File: config.mk
export PLATFORM = sky130hd
export DESIGN_NAME = vector_lane_sequencer_flat
export DESIGN_NICKNAME = d
export VERILOG_FILES = /design/src/rtl/vector_lane_sequencer_if.sv /design/src/rtl/vector_lane_sequencer.sv /design/src/flat_wrapper.sv
export SDC_FILE = /design/constraint.sdc
export NUM_CORES = 1
export LEC_CHECK = 0
export CORE_MARGIN = 10
export CORE_UTILIZATION = 40
export CTS_CLUSTER_DIAMETER = 150
export DETAILED_ROUTE_END_ITERATION = 10
export GPL_TIMING_DRIVEN = 0
export PLACE_DENSITY = 0.72
export SYNTH_ARGS = -nofsm -noshare
export SYNTH_HDL_FRONTEND = slang
export SYNTH_SLANG_ARGS = --single-unit
File: constraint.sdc
create_clock -name CLK -period 2.61 [get_ports CLK]
set_clock_uncertainty 0.2 [all_clocks]
set_input_delay 0.3915 -clock CLK [delete_from_list [all_inputs] [get_ports CLK]]
set_output_delay 0.3915 -clock CLK [all_outputs]
set_load 0.005 [all_outputs]
File: src/rtl/vector_lane_sequencer_if.sv
// Bus between the execute-stage control unit and the vector lane sequencer.
// The master side owns start/flush, the operands and the lane ALU results.
interface vector_lane_sequencer_if #(
  parameter int unsigned V     = 20,
  parameter int unsigned LANES = 4,
  parameter int unsigned L     = 8
);
  logic                 start_i;
  logic                 flush_i;
  logic [1:0]           op_type_i;
  logic [V*L-1:0]       rd1_vec_i;
  logic [V*L-1:0]       rd2_vec_i;
  logic [L-1:0]         scalar_i;
  logic [LANES*L-1:0]   lane_a_o;
  logic [LANES*L-1:0]   lane_b_o;
  logic [LANES*L-1:0]   lane_result_i;
  logic [V*L-1:0]       result_vec_o;
  logic [2:0]           chunk_o;
  logic                 busy_o;
  logic                 done_o;

  modport master (
    output start_i, flush_i, op_type_i, rd1_vec_i, rd2_vec_i, scalar_i, lane_result_i,
    input  lane_a_o, lane_b_o, result_vec_o, chunk_o, busy_o, done_o
  );

  modport slave (
    input  start_i, flush_i, op_type_i, rd1_vec_i, rd2_vec_i, scalar_i, lane_result_i,
    output lane_a_o, lane_b_o, result_vec_o, chunk_o, busy_o, done_o
  );
endinterface

File: src/rtl/vector_lane_sequencer.sv
// Walks one V-element vector op through LANES parallel lane ALUs, one chunk per
// cycle, and gathers the lane results into a full result vector.
module vector_lane_sequencer #(
  parameter int unsigned V     = 20,
  parameter int unsigned LANES = 4,
  parameter int unsigned L     = 8
) (
  input  logic                    CLK,
  input  logic                    RST,
  vector_lane_sequencer_if.slave  bus
);

  localparam int unsigned NCHUNK = (V + LANES - 1) / LANES;
  localparam logic [2:0]  LAST   = 3'(NCHUNK - 1);

  if (NCHUNK > 8) begin : g_nchunk_check
    $error("vector_lane_sequencer: NCHUNK exceeds the 3-bit chunk index");
  end

  typedef enum logic [1:0] {
    IDLE = 2'd0,
    RUN  = 2'd1,
    DONE = 2'd2
  } state_t;

  state_t           state_q, state_d;
  logic [2:0]       chunk_q, chunk_d;
  logic [V*L-1:0]   a_q, a_d;
  logic [V*L-1:0]   b_q, b_d;
  logic [L-1:0]     scalar_q, scalar_d;
  logic [1:0]       op_q, op_d;
  logic [V*L-1:0]   result_q, result_d;
  logic [LANES*L-1:0] lane_a, lane_b;
  logic             is_vector_op;

  assign is_vector_op = (bus.op_type_i == 2'b01) || (bus.op_type_i == 2'b10);

  always_ff @(posedge CLK) begin
    if (RST) begin
      state_q  <= IDLE;
      chunk_q  <= '0;
      a_q      <= '0;
      b_q      <= '0;
      scalar_q <= '0;
      op_q     <= '0;
      result_q <= '0;
    end else begin
      state_q  <= state_d;
      chunk_q  <= chunk_d;
      a_q      <= a_d;
      b_q      <= b_d;
      scalar_q <= scalar_d;
      op_q     <= op_d;
      result_q <= result_d;
    end
  end

  always_comb begin
    int unsigned e;
    state_d  = state_q;
    chunk_d  = chunk_q;
    a_d      = a_q;
    b_d      = b_q;
    scalar_d = scalar_q;
    op_d     = op_q;
    result_d = result_q;
    e        = 0;
    case (state_q)
      IDLE: begin
        // flush in IDLE masks a coincident start
        if (bus.start_i && !bus.flush_i) begin
          if (is_vector_op) begin
            a_d      = bus.rd1_vec_i;
            b_d      = bus.rd2_vec_i;
            scalar_d = bus.scalar_i;
            op_d     = bus.op_type_i;
            chunk_d  = '0;
            state_d  = RUN;
          end else begin
            state_d  = DONE;
          end
        end
      end
      RUN: begin
        if (bus.flush_i) begin
          state_d = IDLE;
          chunk_d = '0;
        end else begin
          for (int unsigned j = 0; j < LANES; j++) begin
            e = LANES * 32'(chunk_q) + j;
            if (e < V) begin
              result_d[e*L +: L] = bus.lane_result_i[j*L +: L];
            end
          end
          if (chunk_q == LAST) begin
            state_d = DONE;
          end else begin
            chunk_d = chunk_q + 3'd1;
          end
        end
      end
      DONE: begin
        state_d = IDLE;
        chunk_d = '0;
      end
      default: begin
        state_d = IDLE;
        chunk_d = '0;
      end
    endcase
  end

  always_comb begin
    int unsigned e;
    lane_a = '0;
    lane_b = '0;
    e      = 0;
    if (state_q == RUN) begin
      for (int unsigned j = 0; j < LANES; j++) begin
        e = LANES * 32'(chunk_q) + j;
        if (e < V) begin
          lane_a[j*L +: L] = a_q[e*L +: L];
          lane_b[j*L +: L] = (op_q == 2'b10) ? scalar_q : b_q[e*L +: L];
        end
      end
    end
  end

  assign bus.lane_a_o     = lane_a;
  assign bus.lane_b_o     = lane_b;
  assign bus.result_vec_o = result_q;
  assign bus.chunk_o      = chunk_q;
  assign bus.busy_o       = (state_q != IDLE);
  assign bus.done_o       = (state_q == DONE);

endmodule

File: src/flat_wrapper.sv
// flat-port wrapper written by rule: the top's interface ports become plain ports
module vector_lane_sequencer_flat 
#(
  parameter int unsigned V     = 20,
  parameter int unsigned LANES = 4,
  parameter int unsigned L     = 8
)
  (CLK, RST, bus_start_i, bus_flush_i, bus_op_type_i, bus_rd1_vec_i, bus_rd2_vec_i, bus_scalar_i, bus_lane_result_i, bus_lane_a_o, bus_lane_b_o, bus_result_vec_o, bus_chunk_o, bus_busy_o, bus_done_o);
  vector_lane_sequencer_if #(.V(V), .LANES(LANES), .L(L)) bus_i ();
  input  logic CLK;
  input  logic RST;
  input wire logic [$bits(bus_i.start_i)-1:0] bus_start_i;
  input wire logic [$bits(bus_i.flush_i)-1:0] bus_flush_i;
  input wire logic [$bits(bus_i.op_type_i)-1:0] bus_op_type_i;
  input wire logic [$bits(bus_i.rd1_vec_i)-1:0] bus_rd1_vec_i;
  input wire logic [$bits(bus_i.rd2_vec_i)-1:0] bus_rd2_vec_i;
  input wire logic [$bits(bus_i.scalar_i)-1:0] bus_scalar_i;
  input wire logic [$bits(bus_i.lane_result_i)-1:0] bus_lane_result_i;
  output wire logic [$bits(bus_i.lane_a_o)-1:0] bus_lane_a_o;
  output wire logic [$bits(bus_i.lane_b_o)-1:0] bus_lane_b_o;
  output wire logic [$bits(bus_i.result_vec_o)-1:0] bus_result_vec_o;
  output wire logic [$bits(bus_i.chunk_o)-1:0] bus_chunk_o;
  output wire logic [$bits(bus_i.busy_o)-1:0] bus_busy_o;
  output wire logic [$bits(bus_i.done_o)-1:0] bus_done_o;
  assign bus_i.start_i = bus_start_i;
  assign bus_i.flush_i = bus_flush_i;
  assign bus_i.op_type_i = bus_op_type_i;
  assign bus_i.rd1_vec_i = bus_rd1_vec_i;
  assign bus_i.rd2_vec_i = bus_rd2_vec_i;
  assign bus_i.scalar_i = bus_scalar_i;
  assign bus_i.lane_result_i = bus_lane_result_i;
  assign bus_lane_a_o = bus_i.lane_a_o;
  assign bus_lane_b_o = bus_i.lane_b_o;
  assign bus_result_vec_o = bus_i.result_vec_o;
  assign bus_chunk_o = bus_i.chunk_o;
  assign bus_busy_o = bus_i.busy_o;
  assign bus_done_o = bus_i.done_o;
  vector_lane_sequencer #(.V(V), .LANES(LANES), .L(L)) u_core (.CLK(CLK), .RST(RST), .bus(bus_i));
endmodule
# ---- Word level (Yosys, flattened, before mapping)
# Index checks and enable logic that the tools add are counted.
dict set report op_classes {
  n_addsub 8
  n_lt_le_gt_ge 4
  eq_ne 10
  shifts 16
  muxes 38
  bitwise_logic 1
  n_reduce_logical 9
}
# op n
set op_table {}
lappend op_table {{two-way mux 160 bit} 10}
lappend op_table {{indexed part select 160 x 33 -> 8 bit} 6}
lappend op_table {{bitwise mux 160 bit} 4}
lappend op_table {{variable shift 8 x 34 -> 160 bit (first input constant)} 4}
lappend op_table {{indexed part select 8 x 34 -> 160 bit} 4}
lappend op_table {{indexed part select 160 x 9 -> 8 bit} 2}
lappend op_table {{negator 32 -> 34 bit} 3}
lappend op_table {{less-than comparator 32 x 5 -> 1 bit (second input constant)} 3}
lappend op_table {{two-way mux 8 bit} 12}
lappend op_table {{two-way mux 32 bit} 2}
lappend op_table {{negator 8 -> 34 bit} 1}
lappend op_table {{adder 5 x 2 -> 6 bit (second input constant)} 2}
lappend op_table {{two-way mux 3 bit} 4}
lappend op_table {{two-way mux 2 bit} 4}
lappend op_table {{adder 5 x 1 -> 6 bit (second input constant)} 1}
lappend op_table {{== test 2 bit (second input constant)} 3}
lappend op_table {{case mux 3 bit (2 select lines)} 1}
lappend op_table {{AND reduction 3 bit} 2}
lappend op_table {{less-than comparator 5 bit (second input constant)} 1}
lappend op_table {{== test 2 x 1 -> 1 bit (second input constant)} 2}
lappend op_table {{!= test 2 x 1 -> 1 bit (second input constant)} 2}
lappend op_table {{case mux 2 bit (2 select lines)} 1}
lappend op_table {{AND reduction 2 bit} 2}
lappend op_table {{adder 3 x 1 -> 3 bit (second input constant)} 1}
lappend op_table {{9 further kinds} 9}
dict set report word_totals {
  register_bits 495
  out_inout_bits 229
  elab_cells 93
}

# ---- Logic depth before layout (Yosys ltp)
# Gate-level depths: netlist of run 1.
dict set report logic_depth {
  ltp_word 16
  ltp_mapped 10
}

# ---- Worst setup path after synthesis of run 1
# No wires, ideal clock.
dict set report synth_path {
  kind {reg-to-reg}
  start {register u_core.chunk_q[0] (netlist: u_core.bus.chunk_o[0])}
  end {register u_core.result_q[132] (netlist: u_core.bus.result_vec_o[132])}
  setup_ns 0.070
  t_arrival_ns 2.520
  t_required_ns 2.340
  path_slack_ns -0.180
  stages_incl_launch_ff 10
  path_buffers 2
  period_less_slack_ns 2.790
  cell_sequence {dfxtp_1 buf_2 inv_1 ha_1 ha_1 nor4b_1 nand3_1 clkbuf_1 or3_1 a21oi_1}
}
dict set report synth_between {
  elab_chain_cells 16
  elab_cells_between_ends 33
  cone_classes {add/sub: 7; order compare: 4; shift: 8; mux: 14}
}
# item line_no
set synth_lines {}
lappend synth_lines {{start: declaration} vector_lane_sequencer.sv:27} ;# logic [2:0] chunk_q, chunk_d;
lappend synth_lines {{start signal: assignment} vector_lane_sequencer.sv:49} ;# chunk_q <= chunk_d;
lappend synth_lines {{branches (longest 15 deep; another with negator 32 -> 34 bit)} -}
lappend synth_lines {{two-way mux 160 bit (*)} vector_lane_sequencer.sv:91} ;# if (e < V) begin
lappend synth_lines {{end signal: assignment} vector_lane_sequencer.sv:54} ;# result_q <= result_d;
lappend synth_lines {{end: declaration} vector_lane_sequencer.sv:32} ;# logic [V*L-1:0] result_q, result_d;
# Mark *: on every way between the ends. The select of a mux whose other input is x is not followed.
# A chain may end at the register's enable or synchronous reset.

# ---- Final worst setup path of run 1
dict set report layout_path {
  start {register u_core.chunk_q[0] (netlist: u_core.bus.chunk_o[0])}
  end {output bus_lane_a_o[26]}
}
dict set report layout_between {
  elab_chain_cells 4
  elab_cells_between_ends 5
  cone_classes {add/sub: 1; order compare: 1; shift: 1; mux: 2}
}
# item line_no
set layout_lines {}
lappend layout_lines {{adder 5 x 2 -> 6 bit (*)} vector_lane_sequencer.sv:120} ;# e = LANES * 32'(chunk_q) + j;
lappend layout_lines {{less-than comparator 32 x 5 -> 1 bit / indexed part select 160 x 33 -> 8 bit (equally long branches)} {vector_lane_sequencer.sv:121, vector_lane_sequencer.sv:122}}
lappend layout_lines {{two-way mux 8 bit (*)} vector_lane_sequencer.sv:121} ;# if (e < V) begin
lappend layout_lines {{two-way mux 32 bit (*)} vector_lane_sequencer.sv:118} ;# if (state_q == RUN) begin
lappend layout_lines {{end: declaration} flat_wrapper.sv:19} ;# output wire logic [$bits(bus_i.lane_a_o)-1:0] bus_lane_a_o;
# Every way passes the cells marked *; elsewhere a longest branch is shown, timed or not.

==> results.json, run 1 <==
{
  "cp-end-kind": "output pin",
  "design.core.area_um2": 50170,
  "violations": "negative setup slack",
  "die-width_um": 245.4,
  "antenna_left": 0,
  "r2r-start": "u_core.bus.chunk_o[0]",
  "min_period_ns": 2.932,
  "post-dp-hpwl_um": 74860,
  "synth_edf_count": 0,
  "rsz0062_at_grt": "yes",
  "hold_class": "in -> reg",
  "status": "finished, violations left",
  "rr_endpoint": "u_core.bus.result_vec_o[32]",
  "p_per_area_nw_per_um2": 562.8,
  "ys_seq_area_share_pct": 48.75,
  "hold_buffers": 0,
  "clk_latency_ns": 0.60,
  "syn_to_final_growth_pct": 56.08,
  "dieArea_um2": 60240,
  "first_iter_violations": 2172,
  "synth_cells": 2531,
  "slew-limit-headroom_pct": 46.08,
  "hold_ws_ns": 0.1041,
  "tightest_slew_ns": 0.8088,
  "die_y_um": 245.4,
  "synth_nets": 2906,
  "cp.required_ns": 2.02,
  "finalWorstSetupSlack_ns": -0.3219,
  "numPortBuffers": 593,
  "via_count": 22114,
  "synth.distinct_cells": 42,
  "start_util_pct": 40.52,
  "finalSetupViolCount": 72,
  "ys.flop_type": "dfxtp_1",
  "cts_tree": "done",
  "clockBufferDepth": 3,
  "cap_viol_max_count": 0,
  "drive_gt1_share_pct": 18.93,
  "startpoint": "u_core.bus.chunk_o[0]",
  "fin_cells": 3987,
  "finalHoldViolCount": 0,
  "clock.fmax_ghz": 0.3411,
  "dp_cells": 3796,
  "antenna_found_initial": 15,
  "worst_r2r_path_depth": 10,
  "layout_common_cells": "nand2_1 (762), clkdlybuf4s50_1 (528), dfxtp_1 (491), a21oi_1 (375), clkbuf_1 (111)",
  "ys_ff_latch": 495,
  "drt_wl_total_um": 98480,
  "syn-mean-instance-area_um2": 8.032,
  "async_reset_ff_share_pct": 0,
  "htreeDepth": 2,
  "numCtsBuffers": 52,
  "min_period_over_period_pct": 112.3,
  "cts_sinks": 495,
  "crit_path_end": "bus_lane_a_o[26]",
  "gr-total-overflow": 0,
  "viasPerCell": 5.547,
  "crit_fanout": 6,
  "first_global_vias": 22414,
  "rows": 82,
  "drcViolationCount": 0,
  "gp_congestion": 0.9505,
  "first_pass_iters": 6,
  "clkTransAtPathRegs_ns": 0.06,
  "pin_count": 595,
  "final_common_cell": "nand2_1",
  "path_class": "reg -> out",
  "grt_pass1_wl_um": 141200,
  "gr-usage-all-layers_pct": 30.77,
  "peakVddDrop_mv": 0.4724,
  "crit_arrival_ns": 2.34,
  "root_buffer": "clkbuf_16",
  "slew_viol_final": 0,
  "wl_per_cell_um": 24.70,
  "leakage_nw": 10.89,
  "synthesis.area_um2": 20330,
  "startpoint_type": "flip-flop",
  "layout.nets": 3640,
  "yosysWarnings": 0,
  "grt_max_degree": 15,
  "r2r_slack_ns": -0.03
}
## sequential cells by signal, summed over array words and instances (netlist names)
name                     count
u_core.a_q                 160
u_core.b_q                 160
u_core.bus.chunk_o           3
u_core.bus.result_vec_o    160
u_core.op_q                  2
u_core.scalar_q              8
u_core.state_q               2
## kinds of logic (layout without fill, tap and decap cells)
logic type	Yosys count	in the layout	share of synthesized area [%]
compound gates	593	593	15.61
xor+xnor	2	2	0.08619
fa+ha+maj	9	9	0.5540
buf+inv	213	989	4.290
flops	495	495	48.75
mux	99	99	7.300
other cells	0	8	0
simple gates	1120	1120	23.41
## cells in the mapped netlist (2+ instances only)
| master | number | area [µm²] |
|---|---|---|
| nand2_1 | 801 | 3007 |
| dfxtp_1 | 495 | 9910 |
| and2_1 | 10 | 62.56 |
| a22o_1 | 24 | 210.2 |
| clkbuf_1 | 141 | 529.3 |
| nor2b_1 | 5 | 31.28 |
| nand3b_1 | 12 | 90.09 |
| or3_1 | 9 | 56.30 |
| a31oi_1 | 24 | 150.1 |
| buf_2 | 52 | 260.3 |
| o21ai_0 | 81 | 405.4 |
| a2111oi_0 | 4 | 35.03 |
| ha_1 | 9 | 112.6 |
| and4_1 | 2 | 17.52 |
| a22oi_1 | 9 | 67.56 |
| o32ai_1 | 2 | 17.52 |
| buf_1 | 9 | 33.78 |
| a211oi_1 | 6 | 45.04 |
| a21o_1 | 2 | 15.01 |
| inv_1 | 10 | 37.54 |
| nor3_1 | 8 | 40.04 |
| nor4b_1 | 2 | 17.52 |
| nor2_1 | 64 | 240.2 |
| mux2_2 | 24 | 270.3 |
| o31ai_1 | 8 | 60.06 |
| a21oi_1 | 432 | 2162 |
| mux2i_1 | 38 | 380.4 |
| xor2_1 | 2 | 17.52 |
| nand2b_1 | 84 | 525.5 |
| nand4_1 | 6 | 37.54 |
| nand3_1 | 105 | 525.5 |
| and3_1 | 5 | 31.28 |
| mux4_2 | 37 | 833.3 |
## critical path, cell delays in order, from the launching register on
cell	delay [ns]
dfxtp_4	0.36
buf_12	0.14
clkinvlp_4	0.14
ha_4	0.19
nand3_2	0.08
a21o_4	0.27
buf_8	0.15
buf_12	0.14
a21oi_4	0.13
buf_2	0.14
## power breakdown
group	internal, mW	total, mW	switching (mW)	leakage, nW
Clock	4.78	8.01	3.23	0.899
Sequential	7.76	7.90	0.139	4.01
Combinational	0.927	1.95	1.02	5.98
## metal layers
layer	vias to the layer above	global-route usage [%]	wire length (µm)
met5	-	0	85
met4	14	14.61	4936
li1	9992	-	-
met1	10690	35.70	37380
met2	1154	52.88	47710
met3	264	7.048	8366
## layout make-up
cell class,instances,area (µm²)
antenna,8,20.02
tap,672,840.8
sequential,495,9922
inverter,10,45.04
timing repair buffer,688,6754
fill,4209,18440
clock buffer,79,1585
buffer,195,1257
clock inverter,17,261.5
multi-input combinational,1823,11040
## worst min path at each step
stage                                      startpoint  cells past startpoint                           to
final                                bus_op_type_i[0]                      3               u_core.op_q[0]
after global routing                 bus_op_type_i[0]                      3               u_core.op_q[0]
after CTS                          bus_rd1_vec_i[140]                      3              u_core.a_q[140]
after detailed placement  u_core.bus.result_vec_o[20]                      2  u_core.bus.result_vec_o[20]
after global placement    u_core.bus.result_vec_o[11]                      2  u_core.bus.result_vec_o[11]
after floorplan                       u_core.b_q[104]                      2              u_core.b_q[104]
## through the flow
step                      util (%)  worst slack [ns]  setup TNS [ns]  area [µm²]  power, mW
after floorplan                  -           0.02445               0       20340      8.679
after global placement       54.05            -1.445         -452.44       27120      9.699
after detailed placement     54.05            -1.424         -453.96       27120      9.731
after CTS                    62.27           -0.3701          -17.35       31240      17.80
after global routing         63.24           -0.3753          -18.64       31730      18.28
final                        63.24           -0.3219          -14.41       31730      17.86
## repair_timing
| action | CTS | global route |
|---|---|---|
| gates resized for setup | 675 | 127 |
| setup endpoints to repair | 523 | 367 |
| buffers inserted | 63 | 23 |
| gates cloned | 11 | 2 |
| pin swaps | 64 | 56 |
Note: power is estimated with default switching activity, not from simulation.
==> run 2: changes to the inputs <==
PLACE_DENSITY = not set   (was 0.72)
PLACE_DENSITY_LB_ADDON = 0.08   (was not set)
clock period = 3.05 ns   (was 2.61 ns; I/O delays follow)
==> run 2 against run 1 <==
- the run now ends clean
- sequential share of layout area increased by 1.6 points
- non-clock buffer count decreased by 48
- clock power decreased by 18%
- die area unchanged
- core utilization decreased by 3.0 points
- critical path type unchanged
==> results.json, run 2 (synthesis results as in run 1) <==
{
  "status": "finished clean",
  "register_area_um2": 9922,
  "min_period_ns": 3.001,
  "holdCritStartpoint": "bus_rd2_vec_i[12]",
  "cts_sinks": 495,
  "hold_class": "in -> reg",
  "die_y_um": 245.4,
  "first_iter_violations": 1759,
  "startpoint_type": "flip-flop",
  "via_count": 21255,
  "first_pass_iters": 7,
  "max_stage_delay_ns": 0.42,
  "drive_gt1_share_pct": 13.31,
  "holdPathEnd": "u_core.b_q[12]",
  "crit_fanout": 6,
  "finalPower_mw": 14.87,
  "clockPowerShare_pct": 44.4,
  "grt_max_degree": 14,
  "r2r-start": "u_core.bus.chunk_o[0]",
  "cts_tree": "done",
  "start_util_pct": 40.52,
  "tns_ns": 0,
  "antenna_left": 0,
  "path_class": "reg -> out",
  "min_period_over_period_pct": 98.40,
  "p_comb_share_pct": 10.2,
  "clkTransAtPathRegs_ns": 0.06,
  "drcViolationCount": 0,
  "finalSetupViolCount": 0,
  "leakage_nw": 10.42,
  "pin_count": 595,
  "cpMaxStageDelayCell": "dfxtp_4",
  "layout_common_cells": "nand2_1 (792), clkdlybuf4s50_1 (529), dfxtp_1 (491), a21oi_1 (404), clkbuf_1 (128)",
  "post-dp-hpwl_um": 71940,
  "p_int_mw": 11.28,
  "numCtsBuffers": 53,
  "clockBufferDepth": 3,
  "cp-end-kind": "output pin",
  "first_global_vias": 21172,
  "fillers": 4427,
  "switching_power_mw": 3.597,
  "min_path_cells": 3,
  "crit_arrival_ns": 2.34,
  "gr-usage-all-layers_pct": 28.96,
  "pwr-share-seq_pct": 45.4,
  "placed_area_um2": 27100,
  "wl_per_cell_um": 23.31,
  "design.core.area_um2": 50170,
  "hold_ws_ns": 0.2093,
  "htreeDepth": 2,
  "slew_viol_final": 0,
  "peakVddDrop_mv": 0.4019,
  "multi_input_area_um2": 10240,
  "cap_viol_max_count": 0,
  "gp_congestion": 0.9521,
  "dieArea_um2": 60240,
  "antenna_found_initial": 14,
  "worst_r2r_path_depth": 9,
  "rr_endpoint": "u_core.bus.result_vec_o[36]",
  "rsz0062_at_grt": "yes",
  "viasPerCell": 5.389,
  "final_cell_area_um2": 30210,
  "rows": 82,
  "die-width_um": 245.4,
  "grt_pass1_wl_um": 133100,
  "cp.required_ns": 2.39,
  "syn_to_final_growth_pct": 48.63,
  "numPortBuffers": 593,
  "clock.fmax_ghz": 0.3332,
  "gr-total-overflow": 0,
  "layout.nets": 3593,
  "place_ws_ns": -0.8381,
  "drt_wl_total_um": 91920,
  "final_common_cell": "nand2_1",
  "p_sw_share_pct": 24.18,
  "path_buf_inv": 4,
  "p_per_area_nw_per_um2": 492.2,
  "crit_chain": "clkbuf_16 -> buf_8 -> bufbuf_16 -> mux2i_4 -> nor2_2 -> a21oi_2 -> a31oi_2 -> buf_2",
  "r2r_slack_ns": 0.14,
  "clk_latency_ns": 0.59,
  "critPathTopFamily": "buffers and inverters",
  "root_buffer": "clkbuf_16",
  "finalWorstSetupSlack_ns": 0.04892,
  "tightest_slew_ns": 0.9189,
  "slew-limit-headroom_pct": 38.74,
  "crit_cells": 8,
  "finalHoldViolCount": 0
}
run 2: power by group through the flow:
stage	Clock, mW	Combinational (mW)	Sequential [mW]
CTS	6.66	1.49	6.75
global placement	0	1.41	6.87
global route	6.94	1.62	6.77
floorplan	0	0.575	6.85
finish	6.60	1.52	6.75
detailed placement	0	1.42	6.88
run 2: timing repair:
action                                  in CTS  in global routing
gates cloned                                 4                  0
endpoints found under the hold margin        0                  0
buffers inserted                            28                 12
hold buffers                                 0                  0
resized for setup                          449                 52
pin swaps                                   28                 12
endpoints found under the setup margin     228                 58
run 2: worst reg2reg max path, cell delays in order (launching register included):
cell	delay (ns)
dfxtp_4	0.37
buf_12	0.14
clkinvlp_4	0.17
buf_4	0.21
ha_1	0.26
ha_4	0.32
and4bb_2	0.29
nand4_1	0.29
or3_1	0.45
a21oi_1	0.15
run 2: through the flow:
stage | utilization [%] | std cells
4_1_cts | 59.72 | 3923
6_report | 60.22 | 3944
2_1_floorplan | - | 2531
3_5_place_dp | 54.03 | 3796
5_1_grt | 60.20 | 3939
3_3_place_gp | 54.03 | 3796
run 2: per-layer routing:
layer  vias up  track usage [%]  share of wire, %
met5         -                0              0.12
met4        14            10.66               3.5
met3       163            6.853               8.5
met2       942            49.55                49
met1     10226            34.79                39
li1       9910                -                 -
run 2: worst max-delay path by stage:
stage / start / endpoint
5_1_grt: u_core.bus.chunk_o[2] / bus_lane_b_o[27]
2_1_floorplan: u_core.bus.chunk_o[0] / u_core.bus.result_vec_o[132]
3_5_place_dp: bus_op_type_i[1] / u_core.b_q[41]
3_3_place_gp: bus_op_type_i[1] / u_core.b_q[39]
6_report: u_core.bus.chunk_o[1] / bus_lane_b_o[23]
4_1_cts: u_core.bus.chunk_o[1] / bus_lane_b_o[27]
run 2: area by class of cell:
type	count	area share, %
timing repair buffer	636	20.48
buffer	199	3.922
multi-input combinational	1823	33.88
antenna	11	0.09110
clock buffer	86	5.404
tap	672	2.783
clock inverter	12	0.4597
sequential	495	32.84
inverter	10	0.1367
